==> config.mk <==
export PLATFORM = sky130hd
export DESIGN_NAME = digit_serial_mult
export DESIGN_NICKNAME = d
export VERILOG_FILES = /design/src/rtl/rsa_mult_pkg.sv /design/src/rtl/shift_add_mult4.sv /design/src/rtl/digit_serial_mult.sv
export SDC_FILE = /design/constraint.sdc
export NUM_CORES = 1
export LEC_CHECK = 0
export ABC_CLOCK_PERIOD_IN_PS = 11800
export BUFFER_PORTS_ARGS = -buffer_cell sky130_fd_sc_hd__buf_2
export CAP_MARGIN = 0
export CORE_MARGIN = 2
export CORE_UTILIZATION = 30
export DETAILED_ROUTE_END_ITERATION = 8
export SETUP_SLACK_MARGIN = 0.05
export SYNTH_ARGS = -nofsm -noshare
export SYNTH_HDL_FRONTEND = slang
export SYNTH_HIERARCHICAL = 1
export SYNTH_SLANG_ARGS = --single-unit
==> constraint.sdc <==
create_clock -name clk -period 11.8 [get_ports clk]
set_input_delay 1.18 -clock clk [delete_from_list [all_inputs] [get_ports clk]]
set_output_delay 1.18 -clock clk [all_outputs]
set_load 0.1 [all_outputs]
==> src/rtl/rsa_mult_pkg.sv <==
// Shared types and constants for the RSA digit-serial multiplier datapath.
package rsa_mult_pkg;

   localparam int unsigned DIGIT_W = 4;

   typedef enum logic [1:0] {
      IDLE = 2'd0,
      RUN  = 2'd1,
      DONE = 2'd2
   } state_e;

   function automatic int unsigned ndigits(input int unsigned width);
      return width / DIGIT_W;
   endfunction

endpackage

==> src/rtl/shift_add_mult4.sv <==
// Combinational 4x4 unsigned digit multiplier built from shifted adds.
module shift_add_mult4 (
   input  logic [3:0] a_i,
   input  logic [3:0] b_i,
   output logic [7:0] p_o
);

   always_comb begin
      p_o = '0;
      for (int k = 0; k < 4; k++) begin
         if (b_i[k]) p_o = p_o + (8'(a_i) << k);
      end
   end

endmodule

==> src/rtl/digit_serial_mult.sv <==
// Multi-cycle WIDTH x WIDTH unsigned multiplier: one 4x4 digit product per cycle,
// accumulated at 2*WIDTH with valid/ready handshakes on both sides.
module digit_serial_mult
   import rsa_mult_pkg::*;
#(
   parameter int unsigned WIDTH = 16
) (
   input  logic               clk,
   input  logic               rst_n,
   input  logic               in_valid,
   output logic               in_ready,
   input  logic [WIDTH-1:0]   a,
   input  logic [WIDTH-1:0]   b,
   output logic               out_valid,
   input  logic               out_ready,
   output logic [2*WIDTH-1:0] p,
   output logic               busy
);

   localparam int unsigned ND = ndigits(WIDTH);
   localparam int unsigned CW = (ND > 1) ? $clog2(ND) : 1;
   localparam int unsigned PW = 2 * WIDTH;
   localparam int unsigned SW = $clog2(PW);
   localparam logic [CW-1:0] LAST = CW'(ND - 1);

   if ((WIDTH % DIGIT_W) != 0 || WIDTH < 8) begin : g_width_check
      $error("digit_serial_mult: WIDTH must be a multiple of 4 and >= 8");
   end

   state_e           state_q, state_d;
   logic [WIDTH-1:0] a_q, a_d, b_q, b_d;
   logic [CW-1:0]    i_q, i_d, j_q, j_d;
   logic [PW-1:0]    acc_q, acc_d;
   logic             in_ready_q, in_ready_d;
   logic             out_valid_q, out_valid_d;
   logic             busy_q, busy_d;

   logic [DIGIT_W-1:0]   a_dig, b_dig;
   logic [2*DIGIT_W-1:0] pp;
   logic [SW-1:0]        shamt;
   logic [PW-1:0]        acc_sum;

   // Digit select: i walks a's digits (inner loop), j walks b's digits.
   assign a_dig = DIGIT_W'(a_q >> (DIGIT_W * int'(i_q)));
   assign b_dig = DIGIT_W'(b_q >> (DIGIT_W * int'(j_q)));

   shift_add_mult4 u_mult4 (
      .a_i (a_dig),
      .b_i (b_dig),
      .p_o (pp)
   );

   assign shamt   = SW'(DIGIT_W * (int'(i_q) + int'(j_q)));
   assign acc_sum = acc_q + (PW'(pp) << shamt);

   always_comb begin
      state_d     = state_q;
      a_d         = a_q;
      b_d         = b_q;
      i_d         = i_q;
      j_d         = j_q;
      acc_d       = acc_q;
      in_ready_d  = in_ready_q;
      out_valid_d = out_valid_q;
      busy_d      = busy_q;
      unique case (state_q)
         IDLE: begin
            if (in_valid && in_ready_q) begin
               a_d        = a;
               b_d        = b;
               acc_d      = '0;
               i_d        = '0;
               j_d        = '0;
               state_d    = RUN;
               in_ready_d = 1'b0;
               busy_d     = 1'b1;
            end
         end
         RUN: begin
            acc_d = acc_sum;
            if (i_q == LAST) begin
               i_d = '0;
               if (j_q == LAST) begin
                  j_d         = '0;
                  state_d     = DONE;
                  out_valid_d = 1'b1;
               end else begin
                  j_d = j_q + CW'(1);
               end
            end else begin
               i_d = i_q + CW'(1);
            end
         end
         DONE: begin
            if (out_ready) begin
               state_d     = IDLE;
               out_valid_d = 1'b0;
               in_ready_d  = 1'b1;
               busy_d      = 1'b0;
            end
         end
         default: begin
            state_d     = IDLE;
            in_ready_d  = 1'b1;
            out_valid_d = 1'b0;
            busy_d      = 1'b0;
         end
      endcase
   end

   always_ff @(posedge clk or negedge rst_n) begin
      if (!rst_n) begin
         state_q     <= IDLE;
         a_q         <= '0;
         b_q         <= '0;
         i_q         <= '0;
         j_q         <= '0;
         acc_q       <= '0;
         in_ready_q  <= 1'b1;
         out_valid_q <= 1'b0;
         busy_q      <= 1'b0;
      end else begin
         state_q     <= state_d;
         a_q         <= a_d;
         b_q         <= b_d;
         i_q         <= i_d;
         j_q         <= j_d;
         acc_q       <= acc_d;
         in_ready_q  <= in_ready_d;
         out_valid_q <= out_valid_d;
         busy_q      <= busy_d;
      end
   end

   assign in_ready  = in_ready_q;
   assign out_valid = out_valid_q;
   assign busy      = busy_q;
   assign p         = acc_q;

endmodule

Yosys cells after proc, flatten, opt, wreduce, memory -nomap -nowiden:

Cells that the tools add are included.

* word-level logic and storage cells: 64
* output and inout port bits: 35
* register bits: 73
* input bits: 36

* reductions and logical operators: 9
* bitwise gates (word level): 2
* shift-type cells: 3
* equality and inequality tests: 8
* muxes and demuxes: 26
* add/sub/neg operators: 7

Operator list (count)
* 32-bit one-hot mux with 2 select lines: 1
* 32-bit adder: 1
* 32-bit 2-to-1 mux: 1
* 8-bit by 5-bit << shifter with 32-bit output: 1
* 16-bit by 4-bit right shift with 4-bit output: 2
* 8-bit 2-to-1 mux: 3
* 2-bit 2-to-1 mux: 8
* 1-bit one-hot mux with 3 select lines: 3
* 8-bit by 5-bit adder with 8-bit output: 1
* 8-bit by 6-bit adder with 8-bit output: 1
* 8-bit by 7-bit adder with 8-bit output: 1
* 2-bit != test, second input constant: 4
* 2-bit one-hot mux with 2 select lines: 2
* 4-bit AND reduction: 2
* 2-bit == test, second input constant: 3
* 1-bit 2-to-1 mux: 6
* 2-bit one-hot mux with 3 select lines: 1
* 3-bit AND reduction: 2
* 2-bit by 1-bit adder with 2-bit output, second input constant: 2
* 4-bit 2-to-1 mux: 1
* 2-bit AND reduction: 2
* 2-bit by 2-bit adder with 3-bit output: 1
* 2-bit by 1-bit == test with 1-bit output, second input constant: 1
* 2-bit logical NOT: 1
* 3 further kinds: 4

Depth between registers and ports, before layout:

Gate-level depths: netlist of the first run.

* word-level depth: 11
* depth in mapped cells: 29
* mapped depth without buffers: 28

By module:

The synthesis of the first run kept the hierarchy.

Modules (own cells, without submodules)
* digit_serial_mult: times used 1, area each 5022.3 µm², cells each 581, seq. area each 1828.0 µm²
* shift_add_mult4: times used 1, area each 563.0 µm², cells each 69, seq. area each 0.0 µm²

Worst setup path after synthesis of the first run:

No wires, ideal clock.

* kind: register -> register
* from: reg i_q[0]
* to: reg acc_q[30] (netlist: p[30])
* setup slack: 5.325 ns
* stages on the path, launching flop included: 29
* setup time: 0.123 ns
* data required time: 11.677 ns
* arrival: 6.352 ns
* buffers on the path: 2
* cell sequence: dfrtp_1 clkbuf_1 mux4_2 and2_1 ha_1 inv_1 fa_1 mux2i_1 ha_1 inv_1 fa_1 nand2_1 a21boi_1 ha_1 fa_1 xor2_1 a32oi_1 o31ai_1 mux2i_1 nor2_1 ha_1 buf_6 a21o_1 nand2b_1 a2111oi_4 o32a_1 nor2_1 or3_1 a32o_1

* longest elaborated chain between the ends: 11

Ends and longest elaborated chain
* start, declared: line digit_serial_mult.sv:32 `logic [CW-1:0] i_q, i_d, j_q, j_d;`
* start signal, assigned: line digit_serial_mult.sv:126 `i_q <= i_d;`
* 16-bit by 4-bit right shift with 4-bit output *: line digit_serial_mult.sv:44 `assign a_dig = DIGIT_W'(a_q >> (DIGIT_W * int'(i_q)));`
* net a_dig[1]: line digit_serial_mult.sv:38 `logic [DIGIT_W-1:0] a_dig, b_dig;`
* 4-bit 2-to-1 mux: line shift_add_mult4.sv:11 `if (b_i[k]) p_o = p_o + (8'(a_i) << k);`
* 8-bit by 5-bit adder with 8-bit output: line shift_add_mult4.sv:11
* 8-bit 2-to-1 mux: line shift_add_mult4.sv:11
* 8-bit by 6-bit adder with 8-bit output: line shift_add_mult4.sv:11
* 8-bit 2-to-1 mux: line shift_add_mult4.sv:11
* 8-bit by 7-bit adder with 8-bit output: line shift_add_mult4.sv:11
* 8-bit 2-to-1 mux *: line shift_add_mult4.sv:11
* net pp[5]: line digit_serial_mult.sv:39 `logic [2*DIGIT_W-1:0] pp;`
* 8-bit by 5-bit << shifter with 32-bit output *: line digit_serial_mult.sv:54 `assign acc_sum = acc_q + (PW'(pp) << shamt);`
* 32-bit adder *: line digit_serial_mult.sv:54
* 32-bit one-hot mux with 2 select lines *: line digit_serial_mult.sv:66 `unique case (state_q)`
* end signal, assigned: line digit_serial_mult.sv:118 `acc_q <= '0;`
* end signal, assigned: line digit_serial_mult.sv:128 `acc_q <= acc_d;`
* end, declared: line digit_serial_mult.sv:33 `logic [PW-1:0] acc_q, acc_d;`

Mark *: on every way through the listed nets, which the timed path passes. The rest lies on a longest branch.
A chain may end at the register's enable or synchronous reset.

Worst setup path after layout of the first run:

* from: reg j_q[0]
* to: reg acc_q[30] (netlist: p[30])

* longest elaborated chain between the ends: 11

Ends and longest elaborated chain
* start, declared: line digit_serial_mult.sv:32
* start signal, assigned: line digit_serial_mult.sv:127 `j_q <= j_d;`
* 16-bit by 4-bit right shift with 4-bit output *: line digit_serial_mult.sv:45 `assign b_dig = DIGIT_W'(b_q >> (DIGIT_W * int'(j_q)));`
* net b_dig[0]: line digit_serial_mult.sv:38
* 4-bit 2-to-1 mux *: line shift_add_mult4.sv:11
* 8-bit by 5-bit adder with 8-bit output: line shift_add_mult4.sv:11
* 8-bit 2-to-1 mux *: line shift_add_mult4.sv:11
* 8-bit by 6-bit adder with 8-bit output: line shift_add_mult4.sv:11
* 8-bit 2-to-1 mux *: line shift_add_mult4.sv:11
* 8-bit by 7-bit adder with 8-bit output: line shift_add_mult4.sv:11
* 8-bit 2-to-1 mux *: line shift_add_mult4.sv:11
* net pp[5]: line digit_serial_mult.sv:39
* 8-bit by 5-bit << shifter with 32-bit output *: line digit_serial_mult.sv:54
* 32-bit adder *: line digit_serial_mult.sv:54
* 32-bit one-hot mux with 2 select lines *: line digit_serial_mult.sv:66

Marks and branches as above.

==> summary.txt, run 1 <==
CP delay by family, top -> adder cells
outcome -> completed
GRT overflow -> 0
Iter 0 DRT Violations -> 272
Syn Nets -> 737
core area -> 18100 sq um
Post-DP HPWL -> 10900 um
pre-CTS setup slack -> 4.67 ns
Worst EP required -> 12.04 ns
register area -> 1830 sq um
Initial Utilization -> 30.9%
multi-input logic area -> 3540 sq um
fmax -> 0.141 GHz
clock sink total -> 73
die area -> 19700 sq um
slowest CP cell -> dfrtp_1
Root Driver -> clkbuf_16
diode count -> 0
Setup Viol. Count Final -> 0
leakage power -> 3.10 nW
WHS Path Cells -> 2
via/cell ratio -> 5.18
Worst-Skew Late Latency -> 0.35 ns
Total Wirelength -> 14700 um
#FFs+latches synth -> 73
Num CTS Buffers -> 9
syn_area_per_cell -> 8.59 sq um
DRC Markers -> 0
Post-CTS Resized -> 0
Setup Skew -> 0.0113 ns
Post-Syn Instances -> 650
crit path max fanout -> 8
Final Cycle Share -> 60.3%
endpoint class of the critical path -> flop
Hold Vio Cnt, Final -> 0
Clk network pwr share -> 13.5%
pin count of the biggest net entering global routing -> 74
worst setup path class -> reg -> reg
vias in the first global route -> 4833
EDFF count, synth -> 0
H-tree Lvls -> 3
Register-to-Register Path Depth -> 26
cell row count -> 49
synthesis-to-layout area growth -> 14.8%
# Post-CTS Setup Buffers -> 0
drt wl/cell -> 15.7 um
sw frac -> 55.4%
worst-margin pin slew -> 0.982 ns
fill count -> 1856
Die Width -> 140 um
cell area power density -> 306 nW/um^2
Final WS setup -> 4.69 ns
Critical R2R Launch -> j_q[0]
hold endpoint -> b_q[5]
max cap viols -> 0
initial antenna violation count -> 0
IO Port Bufs -> 70
Int Pwr -> 0.875 mW
Antenna Nets Post-Route -> 0
total vias in the final route -> 4882
reg2reg end -> p[30]
unrepaired setup endpoints after global routing -> false
Main synth FF type -> dfrtp_1
GRT Overall Usage -> 15.7%
sequential area share after synthesis -> 32.7%
Psw -> 1.09 mW
Final #Nets -> 795
worst hold path class -> reg -> reg
TritonRoute pass-1 iters -> 4
Crit path largest cell delay -> 0.63 ns
Setup crit start kind -> flop
clk buf depth -> 2
share of layout cells above drive strength 1 -> 16.0%
Seq pwr share -> 22.2%
CTS tree -> yes
worst vdd ir -> 0.134 mV
library cells used by synthesis -> 70
Reg clk slew, reported paths -> 0.07 ns
max_slew headroom -> 34.5%
first-pass GRT wire length -> 24600 um
Synth warnings -> 6
WP buf/inv -> 2
most frequent CP cell -> ha_1
I/O pin count -> 71
Mapped Area -> 5590 sq um
flop2flop setup slack -> 4.69 ns
post-synthesis async set-or-reset flop share -> 100%
hold slack -> 0.473 ns
hold path start -> b_q[5]
Hold-fix buffers, CTS -> 0
WP data arrival -> 7.35 ns
Die Y -> 140 um
Final Slew Violations -> 0
Setup TNS Final -> 0 ns
GP Congestion -> 0.883
crit path time final -> 7.11 ns
Logic pwr share -> 64.3%
-- metrics by stage --
| stage | util (%) | cells | power [mW] | instance area, sq um |
|---|---|---|---|---|
| after floorplan | - | 650 | 1.44 | 5590 |
| after global routing | 35.4 | 942 | 2.12 | 6410 |
| after detailed placement | 33.9 | 926 | 1.70 | 6130 |
| after CTS | 35.4 | 942 | 1.97 | 6410 |
| after global placement | 33.9 | 926 | 1.69 | 6130 |
| final | 35.4 | 942 | 1.96 | 6410 |
-- registers in the layout (all words and copies together), names as in the netlist --
name       cells
a_q           16
b_q           16
busy           1
i_q            2
in_ready       1
j_q            2
out_valid      1
p             32
state_q        2
-- tightest hold or removal path, stage by stage (launching register included) --
cell	delay, ns
dfrtp_1	0.34
nand2_1	0.05
nand2_1	0.05
-- logic make-up (layout without fill, tap and decap cells) --
kind of cell / count (synthesis) / after routing / synth area share [%]
AO/OA/AOI/OAI: 159 / 159 / 19.9
XOR/XNOR: 27 / 27 / 4.23
adder cells (fa/ha/maj): 52 / 52 / 12.3
buffers and inverters: 52 / 115 / 4.05
flip-flops: 73 / 73 / 32.7
multiplexers: 19 / 19 / 5.29
AND/OR/NAND/NOR: 268 / 268 / 21.5
-- layout by cell type, fill, tap and decap left out, types with 11 or more instances in the layout --
cell     count
inv_1       24
ha_1        46
nand3_1     23
xnor2_1     14
nand2_1    144
o21ai_0     27
dfrtp_1     72
nor2_1      39
a21oi_1     27
buf_2       69
a21o_1      11
xor2_1      13
-- worst max path at each step --
stage / start / to / slack [ns] / cells after the start
finish: j_q[0] / p[30] / 4.69 / 26
global placement: i_q[0] / p[30] / 4.70 / 26
floorplan: i_q[0] / p[30] / 5.33 / 28
global route: i_q[0] / p[30] / 4.28 / 26
CTS: i_q[0] / p[30] / 4.65 / 26
detailed placement: i_q[0] / p[30] / 4.67 / 26
-- power by group through the flow --
stage	combinational [mW]	sequential (mW)	clock (mW)
after floorplan	0.745	0.694	0
after global placement	1.25	0.440	0
after detailed placement	1.26	0.440	0
after CTS	1.26	0.437	0.271
after global routing	1.38	0.452	0.281
final	1.26	0.436	0.265
-- cells in the mapped netlist, types with 3 or more instances --
cell / number / area, sq um
a22oi_1: 3 / 22.5
inv_1: 24 / 90.1
and2_1: 8 / 50.1
or3_1: 4 / 25.0
o21ai_1: 10 / 50.1
mux2_2: 3 / 33.8
o211ai_1: 6 / 45.0
a21o_1: 11 / 82.6
a22o_1: 6 / 52.6
o21bai_1: 9 / 67.6
mux4_2: 8 / 180
dfrtp_1: 72 / 1800
nand2b_1: 6 / 37.5
nand4_1: 4 / 25.0
a31oi_1: 6 / 37.5
xnor2_1: 14 / 123
buf_6: 4 / 45.0
xor2_1: 13 / 114
ha_1: 46 / 576
fa_1: 5 / 100
a211oi_1: 9 / 67.6
o31ai_1: 10 / 75.1
clkbuf_1: 22 / 82.6
nor3_1: 10 / 50.1
a221oi_1: 3 / 26.3
nor2b_1: 10 / 62.6
nor2_1: 39 / 146
o21a_1: 4 / 30.0
a21oi_1: 27 / 135
o21ai_0: 27 / 135
mux2i_1: 7 / 70.1
and3_1: 9 / 56.3
nand3_1: 23 / 115
nand2_1: 144 / 541
-- per-layer routing --
layer | vias up | share of wire [%] | global-route usage [%]
li1 | 2445 | - | -
met1 | 2321 | 48 | 20.8
met2 | 97 | 47 | 25.8
met3 | 19 | 3.3 | 2.15
met4 | 0 | 2.1 | 6.65
met5 | - | 0 | 0
-- final cells by class --
cell class,instances,share of cell area [%]
flip-flops and latches,73,28.5
inverters,24,1.41
repair buffers,75,6.09
clock inverters,6,0.800
multi-input cells,525,55.2
clock buffers,10,3.57
well taps,229,4.47
(Power assumes the default switching activity.)
==> run 2: changes to the inputs <==
ABC_AREA = 1   (was not set)
ABC_CLOCK_PERIOD_IN_PS = 6700   (was 11800)
clock period = 6.7 ns   (was 11.8 ns; I/O delays follow)
==> summary.txt, run 2 <==
GP Congestion -> 0.897 (was 0.883)
worst setup path class -> reg -> reg (unchanged)
I/O pin count -> 71 (unchanged)
crit path max fanout -> 10 (was 8)
unrepaired setup endpoints after global routing -> false (unchanged)
Final WS setup -> 0.569 ns (was 4.69 ns)
Mapped Area -> 6280 sq um (was 5590 sq um)
Die Width -> 149 um (was 140 um)
crit path time final -> 6.13 ns (was 7.11 ns)
clock sink total -> 73 (unchanged)
count leader, synth -> nand2_1 (unchanged)
Post-Syn Instances -> 1018 (was 650)
top cell type's share of synthesized area -> 28.7% (was 32.3%)
Post-DP HPWL -> 14300 um (was 10900 um)
commonest non-fill, non-tap cell in the layout -> nand2_1 (unchanged)
GRT Overall Usage -> 17.3% (was 15.7%)
DRC Markers -> 0 (unchanged)
Hold-fix buffers, CTS -> 0 (unchanged)
leading area contributor after synthesis -> dfrtp_1 (unchanged)
most frequent CP cell -> nand2_1 (was ha_1)
Initial Utilization -> 30.8% (was 30.9%)
Largest register FFs -> 32 (unchanged)
library cells used by synthesis -> 39 (was 70)
TritonRoute pass-1 iters -> 5 (was 4)
IO Port Bufs -> 70 (unchanged)
Crit path largest cell delay -> 0.44 ns (was 0.63 ns)
Antenna Nets Post-Route -> 0 (unchanged)
Setup Skew -> 0.0106 ns (was 0.0113 ns)
pin count of the biggest net entering global routing -> 74 (unchanged)
CTS tree -> yes (unchanged)
synthesis-to-layout area growth -> 15.4% (was 14.8%)
slowest CP cell -> dfrtp_1 (unchanged)
most frequent cells in the layout -> nand2_1 (420), inv_1 (150), nor2_1 (89) (was nand2_1 (144), dfrtp_1 (72), buf_2 (69))
core area -> 20400 sq um (was 18100 sq um)
Main synth FF type -> dfrtp_1 (unchanged)
first-pass GRT wire length -> 30100 um (was 24600 um)
syn_area_per_cell -> 6.17 sq um (was 8.59 sq um)
#FFs+latches synth -> 73 (unchanged)
sequential area share after synthesis -> 29.1% (was 32.7%)
max_slew headroom -> 36.0% (was 34.5%)
Worst-Skew Late Latency -> 0.36 ns (was 0.35 ns)
Num CTS Buffers -> 9 (unchanged)
most frequent cells after synthesis -> nand2_1 (420), inv_1 (150), nor2_1 (89) (was nand2_1 (144), dfrtp_1 (72), ha_1 (46))
Die Y -> 149 um (was 140 um)
share of layout cells above drive strength 1 -> 10.6% (was 16.0%)
Hold Vio Cnt, Final -> 0 (unchanged)
cell row count -> 52 (was 49)
DP Area -> 6920 sq um (was 6130 sq um)
Setup TNS Final -> 0 ns (unchanged)
Final Slew Violations -> 0 (unchanged)
max cap viols -> 0 (unchanged)
Total Wirelength -> 18200 um (was 14700 um)
Synth area leaders -> dfrtp_1 (29%), nand2_1 (25%), ha_1 (9.2%) (was dfrtp_1 (32%), ha_1 (10%), nand2_1 (9.7%))
Setup Viol. Count Final -> 0 (unchanged)
Reg clk slew, reported paths -> 0.07 ns (about the same)
hold slack -> 0.436 ns (was 0.473 ns)
drt wl/cell -> 13.4 um (was 15.7 um)
Final #Nets -> 1174 (was 795)
Synth warnings -> 6 (unchanged)
WP data arrival -> 6.38 ns (was 7.35 ns)
initial antenna violation count -> 0 (unchanged)
vias in the first global route -> 5913 (was 4833)
post-synthesis async set-or-reset flop share -> 100% (unchanged)
EDFF count, synth -> 0 (unchanged)
clk buf depth -> 2 (unchanged)
Worst EP required -> 6.95 ns (was 12.04 ns)
Final Cycle Share -> 91.5% (was 60.3%)
Setup crit start kind -> flop (unchanged)
Iter 0 DRT Violations -> 361 (was 272)
outcome -> completed (unchanged)
via/cell ratio -> 4.63 (was 5.18)
diode count -> 0 (unchanged)
endpoint class of the critical path -> flop (unchanged)
fmax -> 0.163 GHz (was 0.141 GHz)
Syn Nets -> 1105 (was 737)
worst hold path class -> in -> async (was reg -> reg)
Root Driver -> clkbuf_16 (unchanged)
die area -> 22100 sq um (was 19700 sq um)
GRT overflow -> 0 (unchanged)
design area -> 7260 sq um (was 6410 sq um)
H-tree Lvls -> 3 (unchanged)
total vias in the final route -> 6308 (was 4882)
worst-margin pin slew -> 0.960 ns (was 0.982 ns)
pre-CTS setup slack -> 0.303 ns (was 4.67 ns)
-- run 2: repair_timing --
item,CTS,global route
hold endpoints to repair,0,0
setup endpoints to repair,0,24
gates resized for setup,0,7
buffers inserted,0,2
-- run 2: metrics by stage --
step           utilization [%]  std cells
2_1_floorplan                -       1018
3_3_place_gp              33.9       1344
3_5_place_dp              33.9       1344
4_1_cts                   35.3       1360
5_1_grt                   35.5       1362
6_report                  35.5       1362
-- run 2: final timing paths --
| check | start | end | slack, ns | depth (start not counted) |
|---|---|---|---|---|
| setup / recovery | j_q[0] | p[23] | 0.57 | 33 |
| max in group asynchronous | rst_n | i_q[0] | 5.56 | 1 |
| hold reg to reg | b_q[6] | b_q[6] | 0.48 | 2 |
| min in group clk | b_q[6] | b_q[6] | 0.48 | 2 |
| hold / removal | rst_n | p[9] | 0.44 | 1 |
| setup reg to reg | j_q[0] | p[23] | 0.57 | 33 |
-- run 2: final cells by class --
cell class | count | area, sq um
Timing Repair Buffer | 76 | 398
Clock buffer | 9 | 225
Clock inverter | 7 | 68.8
Sequential cell | 73 | 1830
Tap cell | 270 | 338
Fill cell | 2301 | 13200
Multi-Input combinational cell | 771 | 3800
Inverter | 156 | 592
-- run 2: metal layers --
layer,share of wire [%],vias to the layer above,global-route usage (%)
met5,0,-,0
met4,0.66,0,2.57
met3,4.4,11,3.88
met1,49,2859,23.4
li1,-,3316,-
met2,46,122,28.9
-- run 2: worst max-delay path: cells and delay by family (launching register included) --
family | cells | cell delay (ns)
adder cells (fa/ha/maj) | 6 | 2.01
AND/OR/NAND/NOR | 16 | 1.69
AO/OA/AOI/OAI | 4 | 0.74
flip-flops | 1 | 0.44
multiplexers | 1 | 0.44
buffers and inverters | 4 | 0.42
XOR/XNOR | 2 | 0.29
-- run 2: cells by family (layout without fill, tap and decap cells) --
family | Yosys count | count (layout) | synth area share [%]
xor gates and xnor gates | 7 | 7 | 0.976
DFF | 73 | 73 | 29.1
buffers and inverters | 174 | 248 | 10.7
adders and majority gates | 51 | 51 | 10.8
and+or+nand+nor | 605 | 605 | 38.8
muxes | 3 | 3 | 0.478
AOI/OAI and AO/OA | 105 | 105 | 9.16
Power of run 2 is left out: the tool's default activity adds up to more than one toggle a clock period on the data nets, which glitch-free logic cannot reach.
==> run 3: changes to the inputs <==
ABC_CLOCK_PERIOD_IN_PS = 7780   (was 6700)
PLACE_DENSITY = 0.45   (was not set)
clock period = 7.78 ns   (was 6.7 ns; I/O delays follow)
==> summary.txt, run 3 (synthesis gave the netlist of run 2 again) <==
outcome -> completed (unchanged)
Die Y -> 149 um (unchanged)
CP delay by family, top -> adder cells (unchanged)
Worst-Skew Late Latency -> 0.36 ns (about the same)
Setup TNS Final -> 0 ns (unchanged)
met3 Track Usage GR -> 3.15% (was 3.88%)
synthesis-to-layout area growth -> 14.8% (was 15.4%)
core area -> 20400 sq um (unchanged)
met1 GRT Util -> 25.0% (was 23.4%)
WP buf/inv -> 4 (unchanged)
slowest CP cell -> dfrtp_1 (unchanged)
I/O pin count -> 71 (unchanged)
first-pass GRT wire length -> 31700 um (was 30100 um)
GRT overflow -> 0 (unchanged)
cell row count -> 52 (unchanged)
Total Wirelength -> 19700 um (was 18200 um)
vias in the first global route -> 6013 (was 5913)
worst-margin pin slew -> 1.01 ns (was 0.960 ns)
commonest non-fill, non-tap cell in the layout -> nand2_1 (unchanged)
Reg clk slew, reported paths -> 0.07 ns (about the same)
Setup crit start kind -> flop (unchanged)
design area -> 7210 sq um (was 7260 sq um)
Final Cycle Share -> 83.5% (was 91.5%)
initial antenna violation count -> 0 (unchanged)
pin count of the biggest net entering global routing -> 74 (unchanged)
Initial Utilization -> 30.8% (unchanged)
Post-DP HPWL -> 15300 um (was 14300 um)
Setup Skew -> 0.00998 ns (was 0.0106 ns)
worst setup path class -> reg -> reg (unchanged)
Iter 0 DRT Violations -> 310 (was 361)
crit path time final -> 6.49 ns (was 6.13 ns)
Setup Viol. Count Final -> 0 (unchanged)
Final #Nets -> 1171 (was 1174)
endpoint class of the critical path -> flop (unchanged)
via/cell ratio -> 4.55 (was 4.63)
# Post-CTS Setup Buffers -> 0 (unchanged)
total vias in the final route -> 6179 (was 6308)
fmax -> 0.154 GHz (was 0.163 GHz)
busiest layer in global routing -> met2 (unchanged)
fin util -> 35.3% (was 35.5%)
share of layout cells above drive strength 1 -> 9.83% (was 10.6%)
Crit path largest cell delay -> 0.52 ns (was 0.44 ns)
max_slew headroom -> 32.5% (was 36.0%)
Largest register FFs -> 32 (unchanged)
TritonRoute pass-1 iters -> 5 (unchanged)
clock sink total -> 73 (unchanged)
max cap viols -> 0 (unchanged)
die area -> 22100 sq um (unchanged)
met2 Use GR -> 30.9% (was 28.9%)
worst hold path class -> reg -> reg (was in -> async)
IO Port Bufs -> 70 (unchanged)
drt wl/cell -> 14.5 um (was 13.4 um)
diode count -> 0 (unchanged)
GRT Overall Usage -> 18.5% (was 17.3%)
Num CTS Buffers -> 9 (unchanged)
GP Congestion -> 0.858 (was 0.897)
Final Slew Violations -> 0 (unchanged)
Hold-fix buffers, CTS -> 0 (unchanged)
crit path max fanout -> 11 (was 10)
H-tree Lvls -> 3 (unchanged)
DP Area -> 6910 sq um (was 6920 sq um)
clk buf depth -> 2 (unchanged)
WP data arrival -> 6.74 ns (was 6.38 ns)
Antenna Nets Post-Route -> 0 (unchanged)
Root Driver -> clkbuf_16 (unchanged)
unrepaired setup endpoints after global routing -> false (unchanged)
CTS tree -> yes (unchanged)
Hold Vio Cnt, Final -> 0 (unchanged)
Worst EP required -> 8.03 ns (was 6.95 ns)
DRC Markers -> 0 (unchanged)
Die Width -> 149 um (unchanged)
most frequent CP cell -> nand2_1 (unchanged)
most frequent cells in the layout -> nand2_1 (420), inv_1 (150), nor2_1 (89) (unchanged)
Post-CTS Resized -> 0 (unchanged)
==> run 3: changes by cell type in the layout (fill, tap and decap cells not counted), sizes merged <==
cell / before / now
bufinv: 0 / 1
clkinvlp: 1 / 2
clkinv: 4 / 5
buf: 76 / 73
inv: 158 / 155
==> run 3: final timing paths <==
path | start | to | slack, ns | depth (start not counted)
max | j_q[0] | p[20] | 1.29 | 33
min | b_q[11] | b_q[11] | 0.47 | 2
min in group asynchronous | rst_n | p[14] | 0.58 | 1
min reg2reg | b_q[11] | b_q[11] | 0.47 | 2
max in group asynchronous | rst_n | p[27] | 6.52 | 1
max reg2reg | j_q[0] | p[20] | 1.29 | 33
==> run 3: worst register-to-register path: cells and delay by family (launching register included) <==
family                     cells  cell delay (ns)
adders and majority gates      7             2.27
and+or+nand+nor               17             1.90
AOI/OAI and AO/OA              4             1.12
DFF                            1             0.52
buffers and inverters          4             0.44
xor gates and xnor gates       1             0.16
==> run 3: layer usage <==
metal / up-vias / routed length, um
li1: 3307 / -
met1: 2758 / 9740
met2: 99 / 9090
met3: 15 / 606
met4: 0 / 252
met5: - / 0
==> run 3: per-stage QoR <==
stage	setup WS [ns]	instances	hold WS [ns]
2_1_floorplan	2.34	1018	0.444
3_3_place_gp	1.30	1343	0.462
3_5_place_dp	1.27	1343	0.461
4_1_cts	1.26	1359	0.479
5_1_grt	0.684	1359	0.492
6_report	1.29	1359	0.473
==> run 3: cell type report <==
cell class / instances / area, sq um
Fill cell: 2309 / 13200
Multi-Input combinational cell: 771 / 3780
Sequential cell: 73 / 1830
Inverter: 156 / 588
Timing Repair Buffer: 73 / 375
Tap cell: 270 / 338
Clock buffer: 9 / 225
Clock inverter: 7 / 76.3
Power of run 3 is left out for the same reason.
